File: src/rtl/dma_ctrl_param.sv
// dma_ctrl_param: parametrised multi-channel 8237-style DMA controller with a 16-bit CPU register port.
// Latency: one arbitration cycle (REQ), then S1..S4 per transfer; register read data one cycle after i_reg_rd.
// Backpressure: bus ownership by o_hrq/i_hlda handshake; i_ready low holds S3 for wait states.
// Ports: i_clk, i_reset (sync, active-high); i_reg_cs/i_reg_wr/i_reg_rd/i_reg_addr/i_reg_wdata/o_reg_rdata;
//        i_dreq/o_dack device handshake; o_hrq/i_hlda bus hold; i_ready, i_eop_in; o_aen, o_addr,
//        o_memr/o_memw/o_ior/o_iow strobes, o_tc pulse, o_busy.
// Optional: define DMA_TC_IRQ_EN to add o_irq (OR of status TC flags, cleared by a status read).
module dma_ctrl_param #(
    parameter int NUM_CH = 4,
    parameter int ADDR_W = 16,
    parameter int CNT_W  = 16
) (
    input  logic              i_clk,
    input  logic              i_reset,
    input  logic              i_reg_cs,
    input  logic              i_reg_wr,
    input  logic              i_reg_rd,
    input  logic [5:0]        i_reg_addr,
    input  logic [15:0]       i_reg_wdata,
    output logic [15:0]       o_reg_rdata,
    input  logic [NUM_CH-1:0] i_dreq,
    output logic [NUM_CH-1:0] o_dack,
    output logic              o_hrq,
    input  logic              i_hlda,
    input  logic              i_ready,
    input  logic              i_eop_in,
    output logic              o_aen,
    output logic [ADDR_W-1:0] o_addr,
    output logic              o_memr,
    output logic              o_memw,
    output logic              o_ior,
    output logic              o_iow,
    output logic              o_tc,
    output logic              o_busy
`ifdef DMA_TC_IRQ_EN
    ,
    output logic              o_irq
`endif
);
    localparam int CH_W = (NUM_CH > 1) ? $clog2(NUM_CH) : 1;

    typedef enum logic [2:0] {ST_IDLE, ST_REQ, ST_S1, ST_S2, ST_S3, ST_S4} state_t;

    state_t            r_state;
    logic [ADDR_W-1:0] r_base_addr [NUM_CH];
    logic [ADDR_W-1:0] r_cur_addr  [NUM_CH];
    logic [CNT_W-1:0]  r_base_cnt  [NUM_CH];
    logic [CNT_W-1:0]  r_cur_cnt   [NUM_CH];
    logic [5:0]        r_mode      [NUM_CH];
    logic [3:0]        r_cmd;
    logic [NUM_CH-1:0] r_mask, r_swreq, r_status, r_dack_act;
    logic [CH_W-1:0]   r_ch, r_last;
    logic              r_hrq, r_aen, r_memr, r_memw, r_ior, r_iow, r_tc;
    logic              r_eop, r_hlda_lost, r_stop;
    logic [ADDR_W-1:0] r_addr;
    logic [15:0]       r_rdata;

    logic [NUM_CH-1:0] w_dreq_act, w_eff;
    logic [CH_W-1:0]   w_win;
    logic [15:0]       w_rd_dat;
    logic [5:0]        w_mode;
    logic [ADDR_W-1:0] w_nxt_addr;
    logic              w_reg_ok, w_rd, w_wr, w_clear, w_tc_now, w_eop_now, w_end;
    int                w_start, w_idx;

    assign w_dreq_act = i_dreq ^ {NUM_CH{r_cmd[2]}};
    assign w_eff      = ((w_dreq_act & ~r_mask) | r_swreq) & {NUM_CH{r_cmd[0]}};
    assign w_reg_ok   = (r_state == ST_IDLE) || (r_state == ST_REQ);
    assign w_rd       = i_reg_cs && i_reg_rd && w_reg_ok;
    assign w_wr       = i_reg_cs && i_reg_wr && w_reg_ok;
    assign w_clear    = i_reset || (w_wr && i_reg_addr == 6'h24);
    assign w_mode     = r_mode[r_ch];
    assign w_nxt_addr = w_mode[3] ? r_cur_addr[r_ch] - ADDR_W'(1) : r_cur_addr[r_ch] + ADDR_W'(1);
    assign w_tc_now   = (r_cur_cnt[r_ch] == '0);
    assign w_eop_now  = r_eop || i_eop_in;
    // Service ends after this S4 on TC/EOP, single mode, demand with the device idle, or lost hold.
    assign w_end      = r_stop || r_hlda_lost || !i_hlda || w_mode[4] ||
                        (w_mode[5:4] == 2'b00 && !w_dreq_act[r_ch]);

    // Search starts at channel 0 (fixed) or one past the last served channel (rotating).
    always_comb begin
        w_win   = '0;
        w_idx   = 0;
        w_start = r_cmd[1] ? (int'(r_last) + 1) % NUM_CH : 0;
        for (int i = NUM_CH - 1; i >= 0; i--) begin
            w_idx = (w_start + i) % NUM_CH;
            if (w_eff[w_idx[CH_W-1:0]]) w_win = w_idx[CH_W-1:0];
        end
    end

    always_comb begin
        w_rd_dat = '0;
        for (int c = 0; c < NUM_CH; c++) begin
            if (i_reg_addr == 6'(c * 4))     w_rd_dat[ADDR_W-1:0] = r_cur_addr[c];
            if (i_reg_addr == 6'(c * 4 + 1)) w_rd_dat[CNT_W-1:0]  = r_cur_cnt[c];
            if (i_reg_addr == 6'(c * 4 + 2)) w_rd_dat[5:0]        = r_mode[c];
        end
        case (i_reg_addr)
            6'h20:   w_rd_dat[3:0]        = r_cmd;
            6'h21:   w_rd_dat[NUM_CH-1:0] = r_mask;
            6'h22:   w_rd_dat[NUM_CH-1:0] = r_swreq;
            6'h23:   w_rd_dat[NUM_CH-1:0] = r_status;
            default: ;
        endcase
    end

    always_ff @(posedge i_clk) begin
        if (w_clear) begin
            r_state     <= ST_IDLE;
            r_cmd       <= '0;
            r_mask      <= '1;
            r_swreq     <= '0;
            r_status    <= '0;
            r_dack_act  <= '0;
            r_ch        <= '0;
            r_last      <= CH_W'(NUM_CH - 1);
            r_hrq       <= 1'b0;
            r_aen       <= 1'b0;
            r_addr      <= '0;
            {r_memr, r_memw, r_ior, r_iow} <= '0;
            r_tc        <= 1'b0;
            r_eop       <= 1'b0;
            r_hlda_lost <= 1'b0;
            r_stop      <= 1'b0;
            r_rdata     <= '0;
            for (int c = 0; c < NUM_CH; c++) begin
                r_base_addr[c] <= '0;
                r_cur_addr[c]  <= '0;
                r_base_cnt[c]  <= '0;
                r_cur_cnt[c]   <= '0;
                r_mode[c]      <= '0;
            end
        end else begin
            r_rdata <= '0;
            if (w_rd) begin
                r_rdata <= w_rd_dat;
                if (i_reg_addr == 6'h23) r_status <= '0;
            end
            if (w_wr) begin
                for (int c = 0; c < NUM_CH; c++) begin
                    if (i_reg_addr == 6'(c * 4)) begin
                        r_base_addr[c] <= i_reg_wdata[ADDR_W-1:0];
                        r_cur_addr[c]  <= i_reg_wdata[ADDR_W-1:0];
                    end
                    if (i_reg_addr == 6'(c * 4 + 1)) begin
                        r_base_cnt[c] <= i_reg_wdata[CNT_W-1:0];
                        r_cur_cnt[c]  <= i_reg_wdata[CNT_W-1:0];
                    end
                    if (i_reg_addr == 6'(c * 4 + 2)) r_mode[c] <= i_reg_wdata[5:0];
                end
                case (i_reg_addr)
                    6'h20:   r_cmd   <= i_reg_wdata[3:0];
                    6'h21:   r_mask  <= i_reg_wdata[NUM_CH-1:0];
                    6'h22:   r_swreq <= i_reg_wdata[NUM_CH-1:0];
                    default: ;
                endcase
            end

            case (r_state)
                ST_IDLE: begin
                    if (|w_eff) begin
                        r_state <= ST_REQ;
                        r_hrq   <= 1'b1;
                        r_ch    <= w_win;
                    end
                end
                ST_REQ: begin
                    if (i_hlda) begin
                        r_state     <= ST_S1;
                        r_aen       <= 1'b1;
                        r_addr      <= r_cur_addr[r_ch];
                        r_dack_act  <= NUM_CH'(1) << r_ch;
                        r_eop       <= 1'b0;
                        r_hlda_lost <= 1'b0;
                        r_stop      <= 1'b0;
                    end else if (!w_eff[r_ch]) begin
                        r_state <= ST_IDLE;
                        r_hrq   <= 1'b0;
                    end
                end
                ST_S1: begin
                    r_state <= ST_S2;
                    if (!i_hlda) r_hlda_lost <= 1'b1;
                    r_ior  <= (w_mode[1:0] == 2'b01);
                    r_memw <= (w_mode[1:0] == 2'b01);
                    r_memr <= (w_mode[1:0] == 2'b10);
                    r_iow  <= (w_mode[1:0] == 2'b10);
                end
                ST_S2: begin
                    r_state <= ST_S3;
                    if (!i_hlda) r_hlda_lost <= 1'b1;
                    if (i_eop_in) r_eop <= 1'b1;
                end
                ST_S3: begin
                    if (!i_hlda) r_hlda_lost <= 1'b1;
                    if (i_eop_in) r_eop <= 1'b1;
                    if (i_ready) begin
                        r_state <= ST_S4;
                        {r_memr, r_memw, r_ior, r_iow} <= '0;
                        r_cur_addr[r_ch] <= w_nxt_addr;
                        r_cur_cnt[r_ch]  <= r_cur_cnt[r_ch] - CNT_W'(1);
                        r_stop           <= w_tc_now || w_eop_now;
                        if (w_tc_now) begin
                            r_tc           <= 1'b1;
                            r_status[r_ch] <= 1'b1;
                        end
                        // TC and EOP share the reload-or-mask action; only TC pulses and flags.
                        if (w_tc_now || w_eop_now) begin
                            if (w_mode[2]) begin
                                r_cur_addr[r_ch] <= r_base_addr[r_ch];
                                r_cur_cnt[r_ch]  <= r_base_cnt[r_ch];
                            end else begin
                                r_mask[r_ch] <= 1'b1;
                            end
                        end
                    end
                end
                ST_S4: begin
                    r_tc <= 1'b0;
                    if (w_end) begin
                        r_state       <= ST_IDLE;
                        r_hrq         <= 1'b0;
                        r_aen         <= 1'b0;
                        r_dack_act    <= '0;
                        r_swreq[r_ch] <= 1'b0;
                        r_last        <= r_ch;
                    end else begin
                        r_state <= ST_S1;
                        r_addr  <= r_cur_addr[r_ch];
                        r_eop   <= 1'b0;
                    end
                end
                default: r_state <= ST_IDLE;
            endcase
        end
    end

    assign o_reg_rdata = r_rdata;
    assign o_dack      = r_dack_act ^ {NUM_CH{r_cmd[3]}};
    assign o_hrq       = r_hrq;
    assign o_aen       = r_aen;
    assign o_addr      = r_addr;
    assign o_memr      = r_memr;
    assign o_memw      = r_memw;
    assign o_ior       = r_ior;
    assign o_iow       = r_iow;
    assign o_tc        = r_tc;
    assign o_busy      = (r_state != ST_IDLE);
`ifdef DMA_TC_IRQ_EN
    assign o_irq       = |r_status;
`endif
endmodule

File: config.mk
export PLATFORM = sky130hd
export DESIGN_NAME = dma_ctrl_param
export DESIGN_NICKNAME = d
export VERILOG_FILES = /design/src/rtl/dma_ctrl_param.sv
export SDC_FILE = /design/constraint.sdc
export NUM_CORES = 1
export LEC_CHECK = 0
export ABC_AREA = 1
export CORE_MARGIN = 2
export CORE_UTILIZATION = 45
export CTS_CLUSTER_SIZE = 12
export DETAILED_ROUTE_END_ITERATION = 7
export PLACE_DENSITY = 0.68
export SLEW_MARGIN = 20
export SYNTH_ARGS = -nofsm -noshare
export SYNTH_HDL_FRONTEND = slang
export SYNTH_SLANG_ARGS = --single-unit
File: constraint.sdc
create_clock -name i_clk -period 4.1 [get_ports i_clk]
set_clock_uncertainty 0.2 [all_clocks]
set_input_delay 0.615 -clock i_clk [delete_from_list [all_inputs] [get_ports i_clk]]
set_output_delay 0.615 -clock i_clk [all_outputs]
set_load 0.02 [all_outputs]
# After elaboration in Yosys (flattened, before gate mapping)
# Memory sizes are Yosys's and may differ from the RTL's. A register that Yosys moved wholly into a read port is not among the register bits.
# Index checks and enable logic that the tools add are counted.
[word_totals]
ff_bits = 67
mem_bits_rw = 280
in_bits = 34
out_inout_bits = 44
wordCells = 333
memories = 5
[memory_table]
columns = ["name", "depth", "width", "read_ports", "rd_clocked_by_memory_dff", "write_ports", "line_no", "text"]
rows = [
  ["r_base_addr", 4, 16, 1, 1, 4, "45", "logic [ADDR_W-1:0] r_base_addr [NUM_CH];"],
  ["r_base_cnt", 4, 16, 1, 1, 4, "47", "logic [CNT_W-1:0] r_base_cnt [NUM_CH];"],
  ["r_cur_addr", 4, 16, 5, 1, 4, "46", "logic [ADDR_W-1:0] r_cur_addr [NUM_CH];"],
  ["r_cur_cnt", 4, 16, 5, 1, 4, "48", "logic [CNT_W-1:0] r_cur_cnt [NUM_CH];"],
  ["r_mode", 4, 6, 5, 1, 4, "49", "logic [5:0] r_mode [NUM_CH];"],
]
[classes]
add_sub_neg = 7
magnitude_cmp = 6
n_eq_ne = 34
n_shift = 1
mux = 182
bitwise_logic = 33
n_reduce_logical = 47
[ops]
columns = ["op", "count"]
rows = [
  ["16-bit 2-to-1 mux", 31],
  ["1-bit 2-to-1 mux", 82],
  ["4-bit 2-to-1 mux", 20],
  ["6-bit 2-to-1 mux", 8],
  ["6-bit by 4-bit equality test with 1-bit output (second input constant)", 6],
  ["2-bit 2-to-1 mux", 18],
  ["16-bit one-hot mux with 2 select lines", 1],
  ["16-bit OR reduction", 2],
  ["16-bit by 1-bit subtractor with 16-bit output (second input constant)", 2],
  ["6-bit equality test (second input constant)", 5],
  ["1-bit OR", 22],
  ["6-bit by 3-bit equality test with 1-bit output (second input constant)", 3],
  ["3-bit one-hot mux with 6 select lines", 1],
  ["3-bit AND reduction", 6],
  ["16-bit by 1-bit adder with 16-bit output (second input constant)", 1],
  ["16-bit zero test", 1],
  ["2-bit != test (second input constant)", 8],
  ["4-bit one-hot mux with 4 select lines", 1],
  ["2-bit by 3-bit < comparator with 1-bit output (second input constant)", 5],
  ["4-bit bitwise AND", 3],
  ["1-bit binary-select mux with 2-bit select", 6],
  ["3-bit 2-to-1 mux", 4],
  ["4-bit OR", 3],
  ["1-bit one-hot mux with 2 select lines", 6],
  ["other kinds (33)", 65],
]

# Longest topological paths before layout
[logic_depth]
depth_word = 14
ltp_mapped = 25
depth_no_buf = 20

# Worst setup path before layout
# Ideal clock, no wire load.
[synth_path]
kind = "reg2reg"
from = "register (tool-made name)"
to = "memory r_cur_addr[1][14] (data pin)"
setup_ns = 0.270
arrival_ns = 2.983
required_ns = 3.630
slack_ns = 0.647
stages_incl_launch_ff = 21
n_path_buf = 6
synth_period_minus_slack_ns = 3.453
path_cell_list = "dfxtp_1 > buf_4 > buf_2 > buf_4 > buf_2 > buf_4 > clkbuf_1 > a21oi_1 > a21oi_1 > ha_1 > a21oi_1 > nand2_1 > a21boi_0 > inv_1 > nand3_1 > nand2_1 > xor2_1 > nand2_1 > nand2_1 > nand2_1 > o21ai_0"
[synth_rtl]
columns = ["element", "line_no"]
rows = [
  ["end: declaration", "46"],
]

==> summary.md <==
| Metric | Value |
|---|---|
| Status | finished, final reports clean |
| Worst flop-to-flop path endpoint | r_cur_addr[2][7] |
| Worst R2R Setup Slack | 0.25 ns |
| DRC violations left | 0 |
| Largest net degree at the start of global routing | 91 |
| Starting Density | 45.3% |
| Crit end category | flop |
| Die Span X | 209 µm |
| DR pass1 iterations | 8 |
| Fin util | 51.8% |
| Final hold violations | 0 |
| Post-CTS Setup Repair Bufs | 0 |
| Final Max Tran Viols | 0 |
| Clk buf depth | 3 |
| Max_cap viols | 0 |
| Max_slew headroom | 25.1% |
| Nets | 2408 |
| Initial antenna violation count | 0 |
| Detailed-placement wirelength estimate | between 40000 and 50000 µm |
| Hold_buf cts | 0 |
| Cell Rows | 75 |
| Layout cells sized above 1 | 6.49% |
| Syn avg cell area | 8.24 µm² |
| Worst-path clk slew | 0.06 ns |
| PwrDens | 369 mW/mm² |
| Skew-Pair Late Insertion Delay | 0.56 ns |
| R2R depth | 16 |
| Endpoints failing setup | 0 |
| CP Max Fanout | 63 |
| H-tree depth | 2 |
| Peak VDD IR | 0.000248 V |
| Core Region | 0.0417 mm² |
| Worst hold path stage count | 2 |
| WP data arrival | between 3 and 4 ns |
| GRT Resource Usage Total | 30.3% |
| Worst slew pin tran | about 1.1 ns |
| Synth unique cells | 46 |
| Syn nets | 2344 |
| Drt first-iter violations | 2103 |
| Routed WL | 66400 µm |
| Highest Signal Layer | met4 |
| Via count | 17.2k |
| Fmax achieved | 0.259 GHz |
| Vert. Die Dim | around 210 µm |
| WP data required | 4.19 ns |
| Hold Crit Start | r_status[2] |
| Overflow after GRT | 0 |
| Most common cell after layout, fill and taps aside | nand2_1 |
| Min-delay worst type | reg -> reg |
| Met1 WL | ~26000 µm |
| Synthesis Warnings | 0 |
| Yosys reg bits | roughly 350 |
| Vias in the first global route | 16.5k |
| Post-synthesis sequential area ratio | 51.8% |
| Leading cell types in the layout, fill and taps excluded | nand2_1, nor2_1, edfxtp_1 |
| Tcrit/Tclk final | 94.0% |
| Vias per std cell | 5.89 |
| Area Growth Syn to Fin | 14.2% |
| Antenna Violating Nets Remaining | 0 |
| Total die area | between 0.04 and 0.05 mm² |
| Met2 wire length | ~31000 µm |
| IO Pins | 78 |
| Diode count | 0 |
| Drt wl/cell | ~23 µm |
| GP Congestion | 0.993 |
| Root Buffer | clkbuf_16 |
| WS Path Type | reg -> reg |
| Total power | 7.96 mW |
| Metal3 WL | 6370 µm |
| Post-Route Setup TNS | 0 ns |
| Static Leakage | 9.03 nW |
| First-pass GRT wire length | 100000 µm |
| CTS tree | yes |
| Tmin final | 3.85 ns |
| CP startpoint kind | flop |
| RSZ-0062 raised after global routing | no |
| Synthesized cell area | roughly 0.019 mm² |
| CTS buffer count | 39 |
| PortBufs | 77 |
| Clock Sinks | 349 |
| WHS Endpoint | r_status[2] |
| Mapped Cells | 2293 |
| Post-CTS Resized | 0 |
[cell families after synthesis]
family / Yosys count / share of synthesized area [%]
flops: 349 / 51.8
xor+xnor: 28 / 1.30
simple gates: 1164 / 25.6
compound gates: 386 / 12.5
fa+ha+maj: 17 / 1.17
buf+inv: 349 / 7.55
[flip-flops by register name, indices dropped and copies added (netlist names), 2 cells and up, named ones only]
name	flops
r_last	2
r_base_cnt	64
r_ch	2
r_state	3
r_cur_addr	64
r_base_addr	64
r_mask	4
o_reg_rdata	16
r_cmd	4
r_status	4
r_swreq	4
r_mode	24
o_addr	16
r_dack_act	4
r_cur_cnt	64
[per-layer routing]
layer / GRT usage (%) / vias to the layer above
met3: 4.27 / 221
met2: 49.3 / 1000
li1: - / 7869
met5: 0 / -
met1: 39.5 / 8151
met4: 15.9 / 0
[layout make-up]
class                           instances  area [µm²]
Tap cell                              539         674
Clock inverter                         14         135
Clock buffer                           58        1110
Fill cell                            3895       20100
Inverter                              227         855
Timing Repair Buffer                  145        1330
Sequential cell                       349        9790
Multi-Input combinational cell       1595        7680
[stage by stage]
step	setup slack (ns)	cell area, µm²	instances	hold WS [ns]
finish	0.245	21600	2927	0.271
global route	0.00960	21600	2927	0.294
CTS	0.256	21600	2927	0.273
detailed placement	0.244	20300	2855	0.264
global placement	0.321	20300	2855	0.255
floorplan	0.647	18900	2293	0.245
[worst max path at each step]
stage | startpoint | endpoint | slack, ns | depth (start not counted)
after detailed placement | i_reg_addr[1] | r_cur_addr[3][4] | 0.24 | 10
final | flop | r_cur_addr[2][7] | 0.25 | 16
after global placement | i_reg_addr[0] | r_cur_addr[3][4] | 0.32 | 10
after floorplan | flop | r_cur_addr[1][14] | 0.65 | 20
after CTS | flop | r_cur_addr[2][7] | 0.26 | 16
after global routing | flop | r_cur_addr[2][7] | 0.01 | 16
[power breakdown]
part	internal (mW)	total [mW]	switching, mW
clock network	2.01	3.45	1.44
logic	0.147	0.532	0.385
registers	3.92	3.98	0.0599
total	6.08	7.96	1.89
[cell usage after synthesis, drive strengths merged]
cell type  number  area (µm²)
nand2         587        2220
nor2          328        1260
edfxtp        280        8410
inv           222         833
nand3         154         783
o21ai         139         696
a21oi         100         500
nand4          73         457
dfxtp          69        1380
o21bai         68         510
buf            61         345
clkbuf         61         229
a32o           23         230
xor2           22         193
ha             16         200
nor3           15        85.1
o22ai          15        93.8
a211oi         11        82.6
o211ai         10        75.1
xnor2           6        52.6
a32oi           5        51.3
clkinv          5        18.8
a221oi          4        35.0
nor4            3        18.8
o221ai          3        26.3
or2             3        18.8
a21o            2        15.0
a22oi           2        15.0
a21boi          1        7.51
a31o            1        8.76
fa              1        20.0
nand3b          1        7.51
o21a            1        7.51
o31ai           1        7.51
[critical path, cell delays in order (launching register included)]
cell      delay (ns)
dfxtp_4         0.41
inv_4           0.23
buf_12          0.34
nand2_1         0.08
o211ai_1        0.10
nand2_1         0.15
inv_1           0.10
ha_1            0.15
nand3_1         0.07
nor2_1          0.09
nand2_1         0.21
nand2_4         0.30
nand3_4         0.47
nand2_1         0.35
o21ai_1         0.17
nand2_1         0.10
nand2_1         0.05
No activity file was read; power rests on OpenSTA's default activity.
